`config.mk`:
```
export PLATFORM = sky130hd
export DESIGN_NAME = bit_serializer
export DESIGN_NICKNAME = d
export VERILOG_FILES = /design/src/rtl/bit_serializer.sv
export SDC_FILE = /design/constraint.sdc
export NUM_CORES = 1
export LEC_CHECK = 0
export ABC_CLOCK_PERIOD_IN_PS = 1550
export CAP_MARGIN = 10
export CORE_MARGIN = 4
export CORE_UTILIZATION = 40
export DETAILED_ROUTE_END_ITERATION = 10
export MAX_ROUTING_LAYER = met4
export PLACE_DENSITY_LB_ADDON = 0.08
export SLEW_MARGIN = 5
export SYNTH_ARGS = -nofsm -noshare
export SYNTH_HDL_FRONTEND = slang
export SYNTH_SLANG_ARGS = --single-unit
```
`constraint.sdc`:
```
create_clock -name CK -period 1.55 [get_ports CK]
set_input_delay 0.2325 -clock CK [delete_from_list [all_inputs] [get_ports CK]]
set_output_delay 0.2325 -clock CK [all_outputs]
set_load 0.005 [all_outputs]
```
`src/rtl/bit_serializer.sv`:
```
// Parallel-to-serial transmitter: each bit is presented for one SETUP cycle,
// strobed high for one cycle and held for one cycle after the SCK falling edge.
module bit_serializer #(
    parameter int unsigned WIDTH     = 8,
    parameter bit          MSB_FIRST = 1'b1
) (
    input  logic             CK,
    input  logic             RSTn,
    input  logic [WIDTH-1:0] DIN,
    input  logic             VALID,
    output logic             READY,
    output logic             D,
    output logic             SCK,
    output logic             BUSY,
    output logic             DONE
);

    localparam int unsigned CW = (WIDTH > 1) ? $clog2(WIDTH) : 1;

    typedef enum logic [1:0] {
        IDLE,
        SETUP,
        HIGH,
        HOLD
    } state_t;

    state_t           state;
    logic [WIDTH-1:0] shreg;
    logic [WIDTH-1:0] shnext;
    logic [CW-1:0]    cnt;

    assign READY = (state == IDLE);

    // The bit to transmit always sits at the leading end of the shift register.
    function automatic logic lead_bit(input logic [WIDTH-1:0] w);
        return MSB_FIRST ? w[WIDTH-1] : w[0];
    endfunction

    always_comb begin
        shnext = shreg;
        if (MSB_FIRST) shnext = {shreg[WIDTH-2:0], 1'b0};
        else           shnext = {1'b0, shreg[WIDTH-1:1]};
    end

    always_ff @(posedge CK) begin
        if (!RSTn) begin
            state <= IDLE;
            shreg <= '0;
            cnt   <= '0;
            D     <= 1'b0;
            SCK   <= 1'b0;
            BUSY  <= 1'b0;
            DONE  <= 1'b0;
        end else begin
            DONE <= 1'b0;
            case (state)
                IDLE: begin
                    if (VALID) begin
                        shreg <= DIN;
                        cnt   <= '0;
                        D     <= lead_bit(DIN);
                        BUSY  <= 1'b1;
                        state <= SETUP;
                    end
                end
                SETUP: begin
                    SCK   <= 1'b1;
                    state <= HIGH;
                end
                HIGH: begin
                    SCK   <= 1'b0;
                    state <= HOLD;
                end
                HOLD: begin
                    if (cnt < CW'(WIDTH - 1)) begin
                        shreg <= shnext;
                        D     <= lead_bit(shnext);
                        cnt   <= cnt + CW'(1);
                        state <= SETUP;
                    end else begin
                        BUSY  <= 1'b0;
                        DONE  <= 1'b1;
                        state <= IDLE;
                    end
                end
                default: state <= IDLE;
            endcase
        end
    end

endmodule

```
==> reports/qor.txt <==
Vias -> 672
Outcome -> finished, final reports clean
Synth-to-layout area growth -> 30.35%
Pin count of the biggest net entering global routing -> 18
Yosys warning count -> 0
CP Data Required Time -> 1320 ps
Number of I/O pins -> 16
Vias in the first global route -> 651
Layout cells sized above 1 -> 0.1782
RSZ-0062 raised after global routing -> no
Post CTS Setup Buffer Count -> 0
CP Launch Type -> flip-flop
Die Y -> 53.06 um
Hold EP -> shreg[0]
Max Root-Sink Buffers -> 2
Max-cap viol count -> 0
HP Class -> reg2reg
Combinational power share -> 0.412
Htree depth -> 1
Worst Path Arrival -> 1190 ps
FF-to-FF Start -> state[0]
# port buffers -> 15
Total gr overflow -> 0
Post-DR wirelength/cell -> 13.14 um
Internal power -> 0.0009772 W
Final period util -> 0.9189
Initial DRT Pass Iterations -> 2
FP Rows -> 16
Skew-Pair Late Insertion Delay -> 290 ps
Setup TNS -> 0 ps
Post-layout minimum cycle time -> 1424 ps
Post-Synthesis Cells -> 82
PD cells -> 1362 mW/mm^2
Crit Path Category -> reg2out
Max Clk Rate -> 0.7021 GHz
Register share of total power -> 0.392
Final hold violation count -> 0
Max Transition Viols Final -> 0
Syn_nets -> 97
Starting Density -> 0.4182
Sink Count -> 16
DP HPWL -> 1198 um
Total CTS buffers -> 3
Flop and latch count out of synthesis -> 16
Initial DRC count -> 14
Avg Cell Area, Syn -> 9.903 um^2
RR Endpoint -> shreg[3]
Die area -> 0.002815 mm^2
Max transition margin -> 0.7628
CTS clk-pin slew, worst paths -> 100 ps
DRT antenna net count -> 0
GP Congestion -> 0.7267
First-pass GRT wire length -> 2946 um
Setup violations, final -> 0
CTS tree -> built
Root buf cell -> clkbuf_4
Vias per inst -> 5.250
Nets@finish -> 117
Core area -> 0.001942 mm^2
Tightest Pin Transition -> 345.9 ps
Number of remaining DRC errors -> 0
Total Wirelength -> 1682 um
Hold Startpoint -> shreg[0]
Sequential share of the synthesized area -> 0.3945
Cell area after synthesis -> 812.0 um^2
Worst Setup End Kind -> output pin
Initial antenna violation count -> 0
Switching Share -> 0.3220
Layout Utilization -> 0.5451
Largest fanout on the critical path -> 5
Net switching power -> 0.0004641 W
R2R depth -> 4
GRT Util Overall -> 0.1520
Hold-fix buffers at CTS -> 0
N_diodes -> 0
Post-CTS sizing -> 5
Hold depth -> 2
Reg-to-reg slack, setup -> 150 ps
Die width -> 53.06 um
P_leak -> 0.3987 nW
Clk pwr share -> 0.195
Distinct cells, synth -> 27
Setup clock skew after layout -> 5.190 ps
Min Hold Slack -> 501.4 ps
Max VDD drop -> 1.063 mV
==> final cells by class <==
type | instances | area [um^2]
well taps | 27 | 33.78
clock buffers | 4 | 36.28
multi-input cells | 56 | 445.4
inverters | 4 | 15.01
fillers | 178 | 883.3
repair buffers | 21 | 206.4
flip-flops and latches | 16 | 321.6
==> logic make-up (layout without fill, tap and decap cells) <==
kind of cell	count (synthesis)	count (layout)	share of synthesized area
DFF	16	16	0.3945
muxes	11	11	0.1418
and+or+nand+nor	14	14	0.09862
AOI/OAI and AO/OA	27	27	0.2280
buffers and inverters	10	29	0.07548
adders and majority gates	4	4	0.06164
==> critical path: stages (launching register included) <==
cell and delay (ps):
dfxtp_1 370, inv_2 80, ha_4 180, dlygate4sd2_1 270
==> cells in the final DEF, fill, tap and decap left out, types with 2 or more instances in the layout <==
| cell type | Yosys | layout |
|---|---|---|
| nor2_1 | 4 | 4 |
| dfxtp_1 | 16 | 15 |
| ha_1 | 4 | 2 |
| buf_4 | 2 | 5 |
| inv_1 | 4 | 3 |
| o21ai_0 | 3 | 3 |
| clkbuf_4 | 0 | 3 |
| a311oi_1 | 7 | 7 |
| mux2i_1 | 10 | 10 |
| clkdlybuf4s50_1 | 0 | 14 |
| a21oi_1 | 12 | 12 |
| nand4_1 | 2 | 2 |
==> stage by stage <==
stage,area [um^2],cells,setup slack [ps],total power (W)
2_1_floorplan,812.0,82,21.08,0.0009706
3_3_place_gp,1007,124,49.05,0.001132
3_5_place_dp,1007,124,19.27,0.001138
4_1_cts,1056,128,39.94,0.001461
5_1_grt,1059,128,4.504,0.001560
6_report,1059,128,125.7,0.001441
==> sequential cells by signal, indices dropped and copies added, names as in the netlist <==
signal and count:
shreg 7, BUSY 1, DONE 1, state 2
SCK 1, D 1, cnt 3
==> Yosys cell counts, drive strengths merged <==
cell type	n	area share
buf	5	0.052
nor2b	1	0.0077
o31ai	1	0.0092
mux2	1	0.018
dfxtp	16	0.39
o31a	1	0.012
o21ai	3	0.018
nand2	1	0.0046
mux2i	10	0.12
and4	1	0.011
nor4	1	0.0077
a311oi	8	0.094
and3	1	0.0077
a211oi	1	0.0092
nor2	4	0.018
a21oi	12	0.074
ha	4	0.062
nand3	1	0.0062
nand4	2	0.015
nand4b	1	0.011
inv	4	0.018
clkbuf	1	0.0046
or2b	1	0.0092
a31o	1	0.011
==> power groups by stage <==
stage	registers, W	logic [W]	clock network (W)
floorplan	0.000561	0.000410	0
global placement	0.000567	0.000565	0
detailed placement	0.000571	0.000567	0
CTS	0.000565	0.000596	0.000300
global route	0.000579	0.000663	0.000318
finish	0.000565	0.000594	0.000282
==> worst max path at each step <==
stage               slack, ps        to  cells past startpoint     start
floorplan                  20  shreg[1]                      7  state[1]
finish                    130     READY                      3  state[0]
global route                5  shreg[1]                      4  state[1]
detailed placement         20  shreg[3]                      4  state[1]
CTS                        40  shreg[3]                      4  state[0]
global placement           50  shreg[3]                      4     VALID
==> metal layers <==
layer	vias to the layer above	routed length (um)	global-route usage
met2	10	711	0.2087
met4	0	51	0.1021
met5	-	0	-
li1	350	-	-
met3	5	72	0.04225
met1	307	847	0.1915
No activity file was read; power rests on OpenSTA's default activity.
==> patch 1, RTL diff (same settings) <==
`WIDTH`: 8 -> 16.
--- a/src/rtl/bit_serializer.sv
+++ b/src/rtl/bit_serializer.sv
@@ -1,7 +1,7 @@
 // Parallel-to-serial transmitter: each bit is presented for one SETUP cycle,
 // strobed high for one cycle and held for one cycle after the SCK falling edge.
 module bit_serializer #(
-    parameter int unsigned WIDTH     = 8,
+    parameter int unsigned WIDTH     = 16,
     parameter bit          MSB_FIRST = 1'b1
 ) (
     input  logic             CK,
Interface: changed (resized DIN); port bits go from 16 to 24. The function was not compared with the original's and may differ.
==> patch 1 against the unedited design <==
  * Final area is 69% higher
  * Worst hold slack got worse by 32 ps
  * Wire length rose by 73%
  * Synthesized cell count is 55% higher
  * Sequential share of layout area down 2.1 points
  * Sequential cell count increased by 9
  * Clock power is 6% higher
  * Clock skew down 0.66 ps
  * Total power rose by 52%
  * Area after synthesis up 69%
  * Critical path depth is the same
  * Worst setup slack got worse by 46 ps
  * Global-route usage is 0.21 points lower
  * Combinational power rose by 68%
==> patch 1: results (changes against the unedited design) <==
{| class="wikitable"
! Metric !! Value
|-
| Outcome || complete, no violations (unchanged)
|-
| Cells taking the most area after synthesis || sky130_fd_sc_hd__dfxtp_1 (37%), sky130_fd_sc_hd__mux2i_1 (12%), sky130_fd_sc_hd__o211a_1 (12%) (was sky130_fd_sc_hd__dfxtp_1 (39%), sky130_fd_sc_hd__mux2i_1 (12%), sky130_fd_sc_hd__a311oi_1 (7.6%))
|-
| Port Buffers || 23 (was 15)
|-
| HPWL after detailed placement || 2050 um (was 1200 um)
|-
| Leakage power of the design || 0.783 nW (was 0.399 nW)
|-
| Router iterations before antenna repair || 4 (was 2)
|-
| Critical Path Max Stage Delay || 410 ps (was 370 ps)
|-
| Sequential area share after synthesis || 36.6% (was 39.4%)
|-
| Net count of the finished layout || 184 (was 117)
|-
| Routed vias || 1065 (was 672)
|-
| DRT Wirelength || 2910 um (was 1680 um)
|-
| Average via count per standard cell || 5.22 (was 5.25)
|-
| Top Registers || shreg x15, cnt x4, state x2 (was shreg x7, cnt x3, state x2)
|-
| CP Data Arrival Time || 1240 ps (was 1190 ps)
|-
| Worst reg-to-reg path cell count || 6 (was 4)
|-
| Fraction of final layout cells sized beyond drive strength 1 || 27.5% (was 17.8%)
|-
| Maximum ir drop on the vdd rail || 0.524 mV (was 1.06 mV)
|-
| Clock latency reported for the late side of the worst-skew pair || 330 ps (was 290 ps)
|-
| Synthesized instance count || 127 (was 82)
|-
| Via count of the first global-routing pass || 1040 (was 651)
|-
| Count of cell types in the netlist || 34 (was 27)
|-
| Flop-to-flop setup slack || 120 ps (was 150 ps)
|-
| Fillers || 311 (was 178)
|-
| CTS clock-pin slew for the worst setup and hold paths || 140 ps (was 100 ps)
|-
| Pin slew with the least headroom to its limit || 301 ps (was 346 ps)
|-
| Maximum number of pins on one net before global-route repair || 17 (was 18)
|-
| Slowest stage cell on the critical path || sky130_fd_sc_hd__dfxtp_2 (was sky130_fd_sc_hd__dfxtp_1)
|-
| Global-route total usage across every layer || 15.0% (was 15.2%)
|}
-- patch 1: cell count changes after synthesis, moves of 6 or more --
cell,before,now
sky130_fd_sc_hd__o211a_1,0,16
sky130_fd_sc_hd__nand3_2,0,10
sky130_fd_sc_hd__a21oi_1,12,3
sky130_fd_sc_hd__dfxtp_1,16,25
sky130_fd_sc_hd__a311oi_1,7,0
sky130_fd_sc_hd__nand3_1,1,8
sky130_fd_sc_hd__mux2i_1,10,16
-- patch 1: logic make-up (layout without fill, tap and decap cells) --
kind of cell	after synthesis	after routing	synth area share, %
multiplexers	19	19	15.3
AO/OA/AOI/OAI	31	31	18.6
flip-flops	25	25	36.6
AND/OR/NAND/NOR	36	36	19.0
adder cells (fa/ha/maj)	4	4	3.66
buffers and inverters	12	45	6.95
-- patch 1: timing repair --
item	4_1_cts	5_1_grt
setup endpoints to repair	19	18
resized for setup	8	8
setup buffers	3	1
pin swaps	1	2
-- patch 1: how the worst min path moves through the flow --
stage	end	slack, ps	depth (start not counted)
2_1_floorplan	shreg[0]	400	2
3_3_place_gp	SCK	470	1
3_5_place_dp	state[0]	470	1
4_1_cts	shreg[0]	460	3
5_1_grt	shreg[0]	470	3
6_report	shreg[0]	470	3
-- patch 1: power groups by stage --
stage	registers [W]	clock network [W]	logic (W)
finish	0.000894	0.000298	0.000995
global route	0.000918	0.000345	0.00110
CTS	0.000883	0.000316	0.000938
detailed placement	0.000892	0	0.000871
global placement	0.000884	0	0.000855
floorplan	0.000875	0	0.000667
-- patch 1: per-layer routing --
layer | vias to the layer above | GRT usage, % | wire length (um)
met5 | - | - | 0
met3 | 5 | 4.22 | 113
met4 | 0 | 5.33 | 42
met2 | 15 | 23.7 | 1350
met1 | 508 | 18.3 | 1400
li1 | 537 | - | -
-- patch 1: final cells by class --
type	instances	area [um^2]	share of cell area, %
clock buffers	3	22.5	1.26
clock inverters	1	5.00	0.280
inverters	2	7.51	0.420
well taps	44	55.1	3.08
multi-input cells	90	821	45.9
repair buffers	39	373	20.8
flip-flops and latches	25	505	28.3
-- patch 1: through the flow --
step | setup WS (ps) | utilization [%] | area [um^2] | hold slack, ps
4_1_cts | 19.3 | 54.9 | 1730 | 462
3_5_place_dp | -71.5 | 52.8 | 1660 | 470
3_3_place_gp | -48.3 | 52.8 | 1660 | 466
2_1_floorplan | 57.6 | - | 1370 | 395
6_report | 79.6 | 56.7 | 1790 | 470
5_1_grt | 3.25 | 56.7 | 1790 | 466
-- patch 1: worst min-delay path: stages --
cell	delay, ps
sky130_fd_sc_hd__clkdlybuf4s50_1	400
sky130_fd_sc_hd__nand3b_1	80
sky130_fd_sc_hd__a21boi_1	50
==> patch 2, RTL diff (same settings) <==
Made on the original files. Make the reset (`RSTn`) asynchronous in one clocked block.
--- a/src/rtl/bit_serializer.sv
+++ b/src/rtl/bit_serializer.sv
@@ -42,7 +42,7 @@
         else           shnext = {1'b0, shreg[WIDTH-1:1]};
     end
 
-    always_ff @(posedge CK) begin
+    always_ff @(posedge CK or negedge RSTn) begin
         if (!RSTn) begin
             state <= IDLE;
             shreg <= '0;
Function: differs if RSTn is asserted again (counterexample within 4 cycles, from zero or initial values and one cycle with RSTn low); with RSTn held inactive, the same outputs for 10 cycles.
==> patch 2 against the unedited design <==
  * The flow now finishes with violations (negative setup slack)
  * Final cell count grew 8.6%
  * Via count grew 0.45%
  * Area after synthesis grew 6.9%
  * Sequential cell count is the same
  * Utilization grew 11 points
  * Die area grew 5.9%
  * Worst setup slack lost 340 ps
  * Register-to-register slack lost 370 ps
  * First-iteration DRC count shrank 86%
  * Wire length grew 14%
  * Final area grew 24%
Power is not compared: it rests on default switching activity, and its combinational part moved more than twofold at a synthesized area within 25%.
==> patch 2: results (changes against the unedited design) <==
{| class="wikitable"
! Metric !! Value
|-
| Violated checks || negative setup slack
|-
| Number of failing setup endpoints in the final timing report || 9 (was 0)
|-
| Ranking of synthesized cells by instance count || sky130_fd_sc_hd__dfrtp_1 (16), sky130_fd_sc_hd__mux2_2 (7), sky130_fd_sc_hd__mux2_4 (7), sky130_fd_sc_hd__o21ai_0 (7), sky130_fd_sc_hd__inv_1 (6) (was sky130_fd_sc_hd__dfxtp_1 (16), sky130_fd_sc_hd__a21oi_1 (12), sky130_fd_sc_hd__mux2i_1 (10))
|-
| Worst slack after detailed placement || -127 ps (was 19.3 ps)
|-
| GPL Wtd Cong || 0.728 (was 0.727)
|-
| HPWL after detailed placement || 1270 um (was 1200 um)
|-
| Final clock skew || 6.99 ps (was 5.19 ps)
|-
| Routed vias || 675 (was 672)
|-
| Worst setup slack after layout || -217 ps (was 126 ps)
|-
| Outcome || finished, violations left (was complete, no violations)
|-
| Async set-reset flop share out of synthesis || 100% (was 0%)
|-
| Maximum number of pins on one net before global-route repair || 17 (was 18)
|-
| Detailed-routed wire length on met2 || 939 um (was 711 um)
|-
| Global-route wire length before repair || 3150 um (was 2950 um)
|-
| Number of nets in the synthesized netlist || 89 (was 97)
|-
| Crit Path Max Fanout || 8 (was 5)
|-
| Fraction of final layout cells sized beyond drive strength 1 || 46.4% (was 17.8%)
|-
| Commonest register cell after synthesis || sky130_fd_sc_hd__dfrtp_1 (was sky130_fd_sc_hd__dfxtp_1)
|-
| Met3 wire len || 92 um (was 72 um)
|-
| DRT iter0 DRCs || 2 (was 14)
|-
| Type of the most critical hold path || in -> async (was reg -> reg)
|-
| Global-route total usage across every layer || 15.7% (was 15.2%)
|-
| Sequential area share after synthesis || 46.1% (was 39.4%)
|-
| Post-DP Area || 1150 um^2 (was 1010 um^2)
|-
| Worst flop-to-flop path startpoint || state[1] (was state[0])
|}
[patch 2: cell types whose count changed after synthesis, moves of 3 or more]
cell	change
sky130_fd_sc_hd__dfrtp_1	+16
sky130_fd_sc_hd__dfxtp_1	-16
sky130_fd_sc_hd__mux2i_1	-9
sky130_fd_sc_hd__a21oi_1	-7
sky130_fd_sc_hd__a311oi_1	-7
sky130_fd_sc_hd__mux2_2	+7
sky130_fd_sc_hd__mux2_4	+6
sky130_fd_sc_hd__o21ai_0	+4
sky130_fd_sc_hd__nand2_1	+3
sky130_fd_sc_hd__nor2_1	-3
[patch 2: path summary, 6_finish.rpt]
check | slack [ps] | endpoint
max in group asynchronous | 1100 | cnt[1]
setup reg to reg | -220 | shreg[6]
hold / removal | 250 | SCK
setup / recovery | -220 | shreg[6]
min in group CK | 520 | shreg[2]
hold reg to reg | 520 | shreg[2]
[patch 2: cell families (layout without fill, tap and decap cells)]
group / count (synthesis) / after routing / synth area share [%]
AOI/OAI and AO/OA: 16 / 16 / 10.7
DFF: 16 / 16 / 46.1
muxes: 15 / 15 / 22.3
and+or+nand+nor: 14 / 14 / 9.51
buffers and inverters: 9 / 47 / 5.62
adders and majority gates: 4 / 4 / 5.76
[patch 2: cell type report]
cell class	instances	area (um^2)	share of cell area, %
flip-flops and latches	16	400	30.6
clock buffers	4	36.3	2.77
well taps	27	33.8	2.58
multi-input cells	49	472	36.0
repair buffers	37	339	25.9
inverters	6	27.5	2.10
[patch 2: worst max-delay path: stages (launching register included)]
cell and delay, ps:
sky130_fd_sc_hd__dfrtp_1 410, sky130_fd_sc_hd__buf_6 120, sky130_fd_sc_hd__inv_4 30, sky130_fd_sc_hd__ha_4 160, sky130_fd_sc_hd__nor2b_4 120, sky130_fd_sc_hd__or3_4 470, sky130_fd_sc_hd__mux2_4 320
[patch 2: metal layers]
layer	track usage, %	vias to the layer above
li1	-	336
met1	18.4	324
met2	25.0	13
met3	5.72	2
met4	4.98	0
met5	-	-
[patch 2: timing repair]
item	in CTS	in global routing
pin swaps	2	4
hold buffers	0	0
endpoints found under the setup margin	9	12
hold endpoints to repair	0	0
resized for setup	9	14
buffers inserted	7	2
[patch 2: per-stage QoR]
| step | cells | setup TNS (ps) | hold WS (ps) |
|---|---|---|---|
| global route | 139 | -1980 | 272 |
| floorplan | 74 | -1190 | -63.1 |
| detailed placement | 127 | -935 | 491 |
| global placement | 127 | -955 | 493 |
| CTS | 138 | -1380 | 261 |
| finish | 139 | -1670 | 254 |
[patch 2: power by group]
group	total (W)	switching (W)	internal (W)	leakage [nW]
Sequential	0.000686	0.0000964	0.000589	0.191
Clock	0.000280	0.000137	0.000143	0.0210
Combinational	0.00162	0.000625	0.000999	0.395
